$ cat config.mk
export PLATFORM = sky130hd
export DESIGN_NAME = hdr_sha_seq
export DESIGN_NICKNAME = d
export VERILOG_FILES = /design/src/rtl/hdr_sha_seq.sv
export SDC_FILE = /design/constraint.sdc
export NUM_CORES = 2
export LEC_CHECK = 0
export CAP_MARGIN = 15
export CORE_AREA = 2 2 760 762
export DETAILED_ROUTE_END_ITERATION = 16
export DIE_AREA = 0 0 762 764
export GPL_TIMING_DRIVEN = 0
export PLACE_DENSITY = 0.3
export SLEW_MARGIN = 20
export SYNTH_ARGS = -nofsm -noshare
export SYNTH_HDL_FRONTEND = slang
export SYNTH_SLANG_ARGS = --single-unit
$ cat constraint.sdc
create_clock -name clk -period 4.26 [get_ports clk]
set_input_delay 0.426 -clock clk [delete_from_list [all_inputs] [get_ports clk]]
set_output_delay 0.426 -clock clk [all_outputs]
set_load 0.05 [all_outputs]
$ cat src/rtl/hdr_sha_seq.sv
// Sequences the two SHA-256 compressions of an 80-byte block header through an external core.
// Optional `MIDSTATE_REUSE_EN: skip block 0 when header[639:128] matches the stored midstate tag.
module hdr_sha_seq #(
  parameter int unsigned TIMEOUT_CYC = 256
) (
  input  logic         clk,
  input  logic         rst,
  input  logic         hdr_valid,
  output logic         hdr_ready,
  input  logic [639:0] header,
  output logic         core_start,
  output logic [511:0] core_block,
  output logic [255:0] core_init,
  input  logic         core_done,
  input  logic [255:0] core_hash,
  output logic         digest_valid,
  input  logic         digest_ready,
  output logic [255:0] digest,
  output logic         busy,
  output logic         err
);

  localparam int unsigned BLK_W  = 512;
  localparam int unsigned HASH_W = 256;
  localparam int unsigned TAIL_W = 128;
  localparam int unsigned LEN_W  = 64;
  localparam int unsigned ZERO_W = BLK_W - TAIL_W - 1 - LEN_W;
  localparam int unsigned CNT_W  = $clog2(TIMEOUT_CYC + 1);

  localparam logic [HASH_W-1:0] SHA256_IV =
    256'h6a09e667_bb67ae85_3c6ef372_a54ff53a_510e527f_9b05688c_1f83d9ab_5be0cd19;
  localparam logic [LEN_W-1:0]  MSG_BITS  = LEN_W'(640);
  localparam logic [CNT_W-1:0]  CNT_LAST  = CNT_W'(TIMEOUT_CYC - 1);

  typedef enum logic [2:0] {
    S_IDLE  = 3'd0,
    S_BLK0  = 3'd1,
    S_WAIT0 = 3'd2,
    S_BLK1  = 3'd3,
    S_WAIT1 = 3'd4,
    S_OUT   = 3'd5,
    S_ERR   = 3'd6
  } state_e;

  // Second block: last 16 header bytes, the 0x80 pad byte, zeros, 64-bit message length.
  function automatic logic [BLK_W-1:0] tail_block(input logic [TAIL_W-1:0] tail);
    return {tail, 1'b1, {ZERO_W{1'b0}}, MSG_BITS};
  endfunction

  state_e              state_q, state_d;
  logic [TAIL_W-1:0]   hdr_tail_q, hdr_tail_d;
  logic [CNT_W-1:0]    cnt_q, cnt_d;
  logic                hdr_ready_q, hdr_ready_d;
  logic                core_start_q, core_start_d;
  logic [BLK_W-1:0]    core_block_q, core_block_d;
  logic [HASH_W-1:0]   core_init_q, core_init_d;
  logic                digest_valid_q, digest_valid_d;
  logic [HASH_W-1:0]   digest_q, digest_d;
  logic                busy_q, busy_d;
  logic                err_q, err_d;

`ifdef MIDSTATE_REUSE_EN
  logic [BLK_W-1:0]    tag_q, tag_d;
  logic [HASH_W-1:0]   mid_q, mid_d;
  logic                mid_vld_q, mid_vld_d;
`endif

  // Next-state logic; every output is registered from the next state so it lines up with state_q.
  always_comb begin
    state_d      = state_q;
    hdr_tail_d   = hdr_tail_q;
    cnt_d        = cnt_q;
    core_block_d = core_block_q;
    core_init_d  = core_init_q;
    digest_d     = digest_q;
    err_d        = err_q;
`ifdef MIDSTATE_REUSE_EN
    tag_d        = tag_q;
    mid_d        = mid_q;
    mid_vld_d    = mid_vld_q;
`endif

    case (state_q)
      S_IDLE: begin
        if (hdr_valid && hdr_ready_q) begin
          hdr_tail_d   = header[TAIL_W-1:0];
          state_d      = S_BLK0;
          core_block_d = header[639:TAIL_W];
          core_init_d  = SHA256_IV;
`ifdef MIDSTATE_REUSE_EN
          if (mid_vld_q && (header[639:TAIL_W] == tag_q)) begin
            state_d      = S_BLK1;
            core_block_d = tail_block(header[TAIL_W-1:0]);
            core_init_d  = mid_q;
          end else begin
            // Midstate is about to be replaced; it stays invalid until block 0 completes.
            tag_d     = header[639:TAIL_W];
            mid_vld_d = 1'b0;
          end
`endif
        end
      end

      S_BLK0: begin
        cnt_d   = CNT_W'(1);
        state_d = S_WAIT0;
      end

      S_WAIT0: begin
        if (core_done) begin
          state_d      = S_BLK1;
          core_block_d = tail_block(hdr_tail_q);
          core_init_d  = core_hash;
`ifdef MIDSTATE_REUSE_EN
          mid_d     = core_hash;
          mid_vld_d = 1'b1;
`endif
        end else if (cnt_q >= CNT_LAST) begin
          state_d = S_ERR;
          err_d   = 1'b1;
        end else begin
          cnt_d = cnt_q + CNT_W'(1);
        end
      end

      S_BLK1: begin
        cnt_d   = CNT_W'(1);
        state_d = S_WAIT1;
      end

      S_WAIT1: begin
        if (core_done) begin
          state_d  = S_OUT;
          digest_d = core_hash;
        end else if (cnt_q >= CNT_LAST) begin
          state_d = S_ERR;
          err_d   = 1'b1;
        end else begin
          cnt_d = cnt_q + CNT_W'(1);
        end
      end

      S_OUT: begin
        if (digest_ready) begin
          state_d = S_IDLE;
        end
      end

      S_ERR: begin
        state_d = S_ERR;
      end

      default: begin
        state_d = S_IDLE;
      end
    endcase

    hdr_ready_d    = (state_d == S_IDLE);
    core_start_d   = (state_d == S_BLK0) || (state_d == S_BLK1);
    digest_valid_d = (state_d == S_OUT);
    busy_d         = (state_d != S_IDLE);
  end

  // cnt_q holds cycles elapsed since the last core_start while waiting.
  always_ff @(posedge clk) begin
    if (rst) begin
      state_q        <= S_IDLE;
      hdr_tail_q     <= '0;
      cnt_q          <= '0;
      hdr_ready_q    <= 1'b1;
      core_start_q   <= 1'b0;
      core_block_q   <= '0;
      core_init_q    <= '0;
      digest_valid_q <= 1'b0;
      digest_q       <= '0;
      busy_q         <= 1'b0;
      err_q          <= 1'b0;
    end else begin
      state_q        <= state_d;
      hdr_tail_q     <= hdr_tail_d;
      cnt_q          <= cnt_d;
      hdr_ready_q    <= hdr_ready_d;
      core_start_q   <= core_start_d;
      core_block_q   <= core_block_d;
      core_init_q    <= core_init_d;
      digest_valid_q <= digest_valid_d;
      digest_q       <= digest_d;
      busy_q         <= busy_d;
      err_q          <= err_d;
    end
  end

`ifdef MIDSTATE_REUSE_EN
  always_ff @(posedge clk) begin
    if (rst) begin
      tag_q     <= '0;
      mid_q     <= '0;
      mid_vld_q <= 1'b0;
    end else begin
      tag_q     <= tag_d;
      mid_q     <= mid_d;
      mid_vld_q <= mid_vld_d;
    end
  end
`endif

  assign hdr_ready    = hdr_ready_q;
  assign core_start   = core_start_q;
  assign core_block   = core_block_q;
  assign core_init    = core_init_q;
  assign digest_valid = digest_valid_q;
  assign digest       = digest_q;
  assign busy         = busy_q;
  assign err          = err_q;

endmodule

==> impl_metrics.tcl <==
set metrics [dict create \
    numPlacedInstances 14000 \
    h-tree-depth 4 \
    r2r_slack_ns 0.83 \
    synth_flop_cell "dfxtp_1" \
    grt_use_total 0.155 \
    die_w_um 762 \
    overflow 0 \
    clk_latency_ns 0.92 \
    relSlewSlack 0.203 \
    cpPeakStageDelay_ns 0.75 \
    synth.distinct_cells 45 \
    netlist.area_leader.share 0.581 \
    reg2regPathDepth 8 \
    layout.cells.non_filler 14500 \
    synth_area_per_cell_um2 9.00 \
    status "complete, no violations" \
    routed_via_density 3.10 \
    netlist_area_mm2 0.0403 \
    synth_edf_count 0 \
    wirelength_um 472000 \
    clock-skew-final_ns 0.0816 \
    timing.hold.ws_ns 0.126 \
    rows 279 \
    port_buffers 1928 \
    drt-initial-drc-count 3315 \
    cp-startpoint "state_q[0]$_SDFF_PP0_" \
    cellPowerDensity_mw_per_mm2 716 \
    remaining_drc_errors 0 \
    grt_max_degree 15 \
    endpoint "core_init[231]$_SDFFE_PP0P_" \
    syn_to_final_growth_pct 88.2 \
    post_cts_buffers 0 \
    final_nets 7553 \
    cp.depth 8 \
    cp.arrival_ns 4.22 \
    synth_seq_cells 1169 \
    core_area_mm2 0.575 \
    post_drt_wl_per_cell_um 32.6 \
    finalCriticalPeriod_ns 3.43 \
    die_area_mm2 0.582 \
    cts_buffer_depth 4 \
    yosysTopAreaCell "dfxtp_1" \
    ctsResizeCount 0 \
    post-route-period-util 0.805 \
    r2r_start "state_q[0]$_SDFF_PP0_" \
    cp_top_family "buffers and inverters" \
    gp_congestion 1.00 \
    cp_max_fo 10 \
    r2r_end "core_init[231]$_SDFFE_PP0P_" \
    vias 44900 \
    cts-root-buf "clkbuf_16" \
    cp-start-kind "register" \
    cts.sinks 1169 \
    end_kind "register" \
    dpl_cell_area_mm2 0.0694 \
    die_y_um 764 \
    syn_nets 5380 \
    synthTopCellsByArea "dfxtp_1, a22oi_1, nor2_1, nand2_1, a21oi_1" \
    clk_pin_slew_ns 0.06 \
    max_freq_mhz 292 \
    final_layout_size_suffix_gt1_frac 0.0799 \
    maxCapViolCount 0 \
    first_pass_iters 5 \
    boundaryPins 1930 \
    min_path_type "in -> reg" \
    setup_violations 0 \
    synth_cells 4477 \
    numCtsBuffers 172 \
    vdd_drop_max_mv 0.371 \
    grt_pass1_wl_um 572000 \
    p_leak_nw 25.0 \
    postLayoutCellArea_mm2 0.0758 \
    hpwlAfterDp_um 407000 \
    crit_path_cell_trace "clkbuf_1 > nor3b_2 > and2_1 > clkbuf_2 > buf_16 > buf_2 > a22oi_1 > nor2_1" \
    ant_nets 0 \
    required_ns 5.06 \
    cp_slowest_cell "and2_1" \
    cts_tree "yes" \
    async_flop_share 0 \
    timing.critical_path.buf_inv 4 \
    hold_violations 0 \
    worstSetupPathType "reg -> reg" \
    antenna_found_initial 272 \
    grt_pass1_vias 44500 \
    slew_viol_final 0 \
    grt_setup_unrepaired "no" \
    worstMarginPinSlew_ns 1.19 \
    synth_seq_area_share 0.581 \
    yosysWarnings 0 \
    initial_core_util 0.0701 \
]
[per-stage QoR]
step | utilization | TNS, ns | worst slack, ns | power [mW]
global placement | 0.120 | -1285.99 | -3.69 | 39.7
CTS | 0.131 | 0 | 0.453 | 55.4
detailed placement | 0.121 | 0 | 0.311 | 39.8
finish | 0.132 | 0 | 0.832 | 54.3
floorplan | - | 0 | 2.13 | 27.4
global route | 0.132 | 0 | 0.545 | 56.6
[logic make-up after synthesis]
family / synth area share
AOI/OAI and AO/OA: 0.192
adders and majority gates: 0.000621
buffers and inverters: 0.0442
xor gates and xnor gates: 0.000217
and+or+nand+nor: 0.150
DFF: 0.581
muxes: 0.0323
[cells in the final DEF (no fill, tap or decap), types with 7 or more instances in the layout]
master	netlist	routed
mux2i_1	130	130
clkbuf_1	201	201
nand2_1	776	776
buf_12	0	8
dfxtp_1	1169	1169
nand3_1	10	9
clkbuf_2	0	37
a211oi_1	129	129
inv_6	0	7
dlygate4sd3_1	0	57
buf_2	193	218
a21oi_1	387	387
a22oi_1	501	501
nor2_1	778	778
bufinv_16	0	7
clkinv_2	0	21
clkbuf_8	0	35
clkdlybuf4s50_1	0	1903
diode_2	0	131
clkbuf_16	0	172
o22ai_1	139	139
[registers in the layout, indices dropped and copies added (netlist names)]
| name | count |
|---|---|
| state_q | 3 |
| busy | 1 |
| hdr_ready | 1 |
| core_block | 512 |
| digest | 256 |
| cnt_q | 9 |
| core_start | 1 |
| digest_valid | 1 |
| core_init | 256 |
| err | 1 |
| hdr_tail_q | 128 |
[power breakdown]
| part | internal [mW] | switching, mW | total, mW | leakage [nW] |
|---|---|---|---|---|
| clock | 8.51 | 6.49 | 15.0 | 2.73 |
| combinational | 6.91 | 17.5 | 24.4 | 12.7 |
| sequential | 13.2 | 1.72 | 14.9 | 9.55 |
[what timing repair did]
action | CTS | global route
hold buffers | 57 | 0
hold endpoints to repair | 57 | 0
setup endpoints to repair | 0 | 0
[final cells by class]
type | instances | area (um2)
Antenna cell | 131 | 328
Buffer | 404 | 1840
Clock buffer | 249 | 4940
Clock inverter | 50 | 628
Fill cell | 65800 | 499000
Inverter | 2 | 7.51
Multi-Input combinational cell | 2902 | 15100
Sequential cell | 1169 | 23400
Tap cell | 7587 | 9490
Timing Repair Buffer | 1999 | 20100
[worst reg2reg max path, delay by kind of cell, from the launching register on]
family	cells	cell delay, ns
AND/OR/NAND/NOR	3	1.32
AO/OA/AOI/OAI	1	0.20
buffers and inverters	4	1.46
flip-flops	1	0.32
[cell usage after synthesis, drive strengths merged (3+ instances only)]
cell and count:
dfxtp 1169, nor2 778, nand2 776, a22oi 501, a21oi 387, buf 203, clkbuf 201, o22ai 139
mux2i 130, a211oi 129, nand3 10, nor3 5, o21ai 5, o31ai 4, or3 4, or4 3
[layer usage]
layer	GRT usage	vias up	wire length (um)
met3	0.0763	612	54700
met5	0	-	898
met1	0.169	21900	176000
met4	0.0554	136	18200
li1	-	20000	-
met2	0.259	2256	223000
[how the worst min path moves through the flow]
stage	slack, ns	cells after the start	to	start
final	0.13	3	hdr_tail_q[21]$_SDFFE_PP0P_	header[21]
after CTS	0.0001	3	core_block[132]$_SDFFE_PP0P_	header[260]
after global routing	0.04	3	digest[245]$_SDFFE_PP0P_	core_hash[245]
after global placement	0.44	2	hdr_tail_q[48]$_SDFFE_PP0P_	hdr_tail_q[48]$_SDFFE_PP0P_
after floorplan	0.43	2	cnt_q[7]$_SDFFE_PP0P_	cnt_q[7]$_SDFFE_PP0P_
after detailed placement	0.45	2	hdr_tail_q[13]$_SDFFE_PP0P_	hdr_tail_q[13]$_SDFFE_PP0P_
Power figures use the tool's default switching activity.
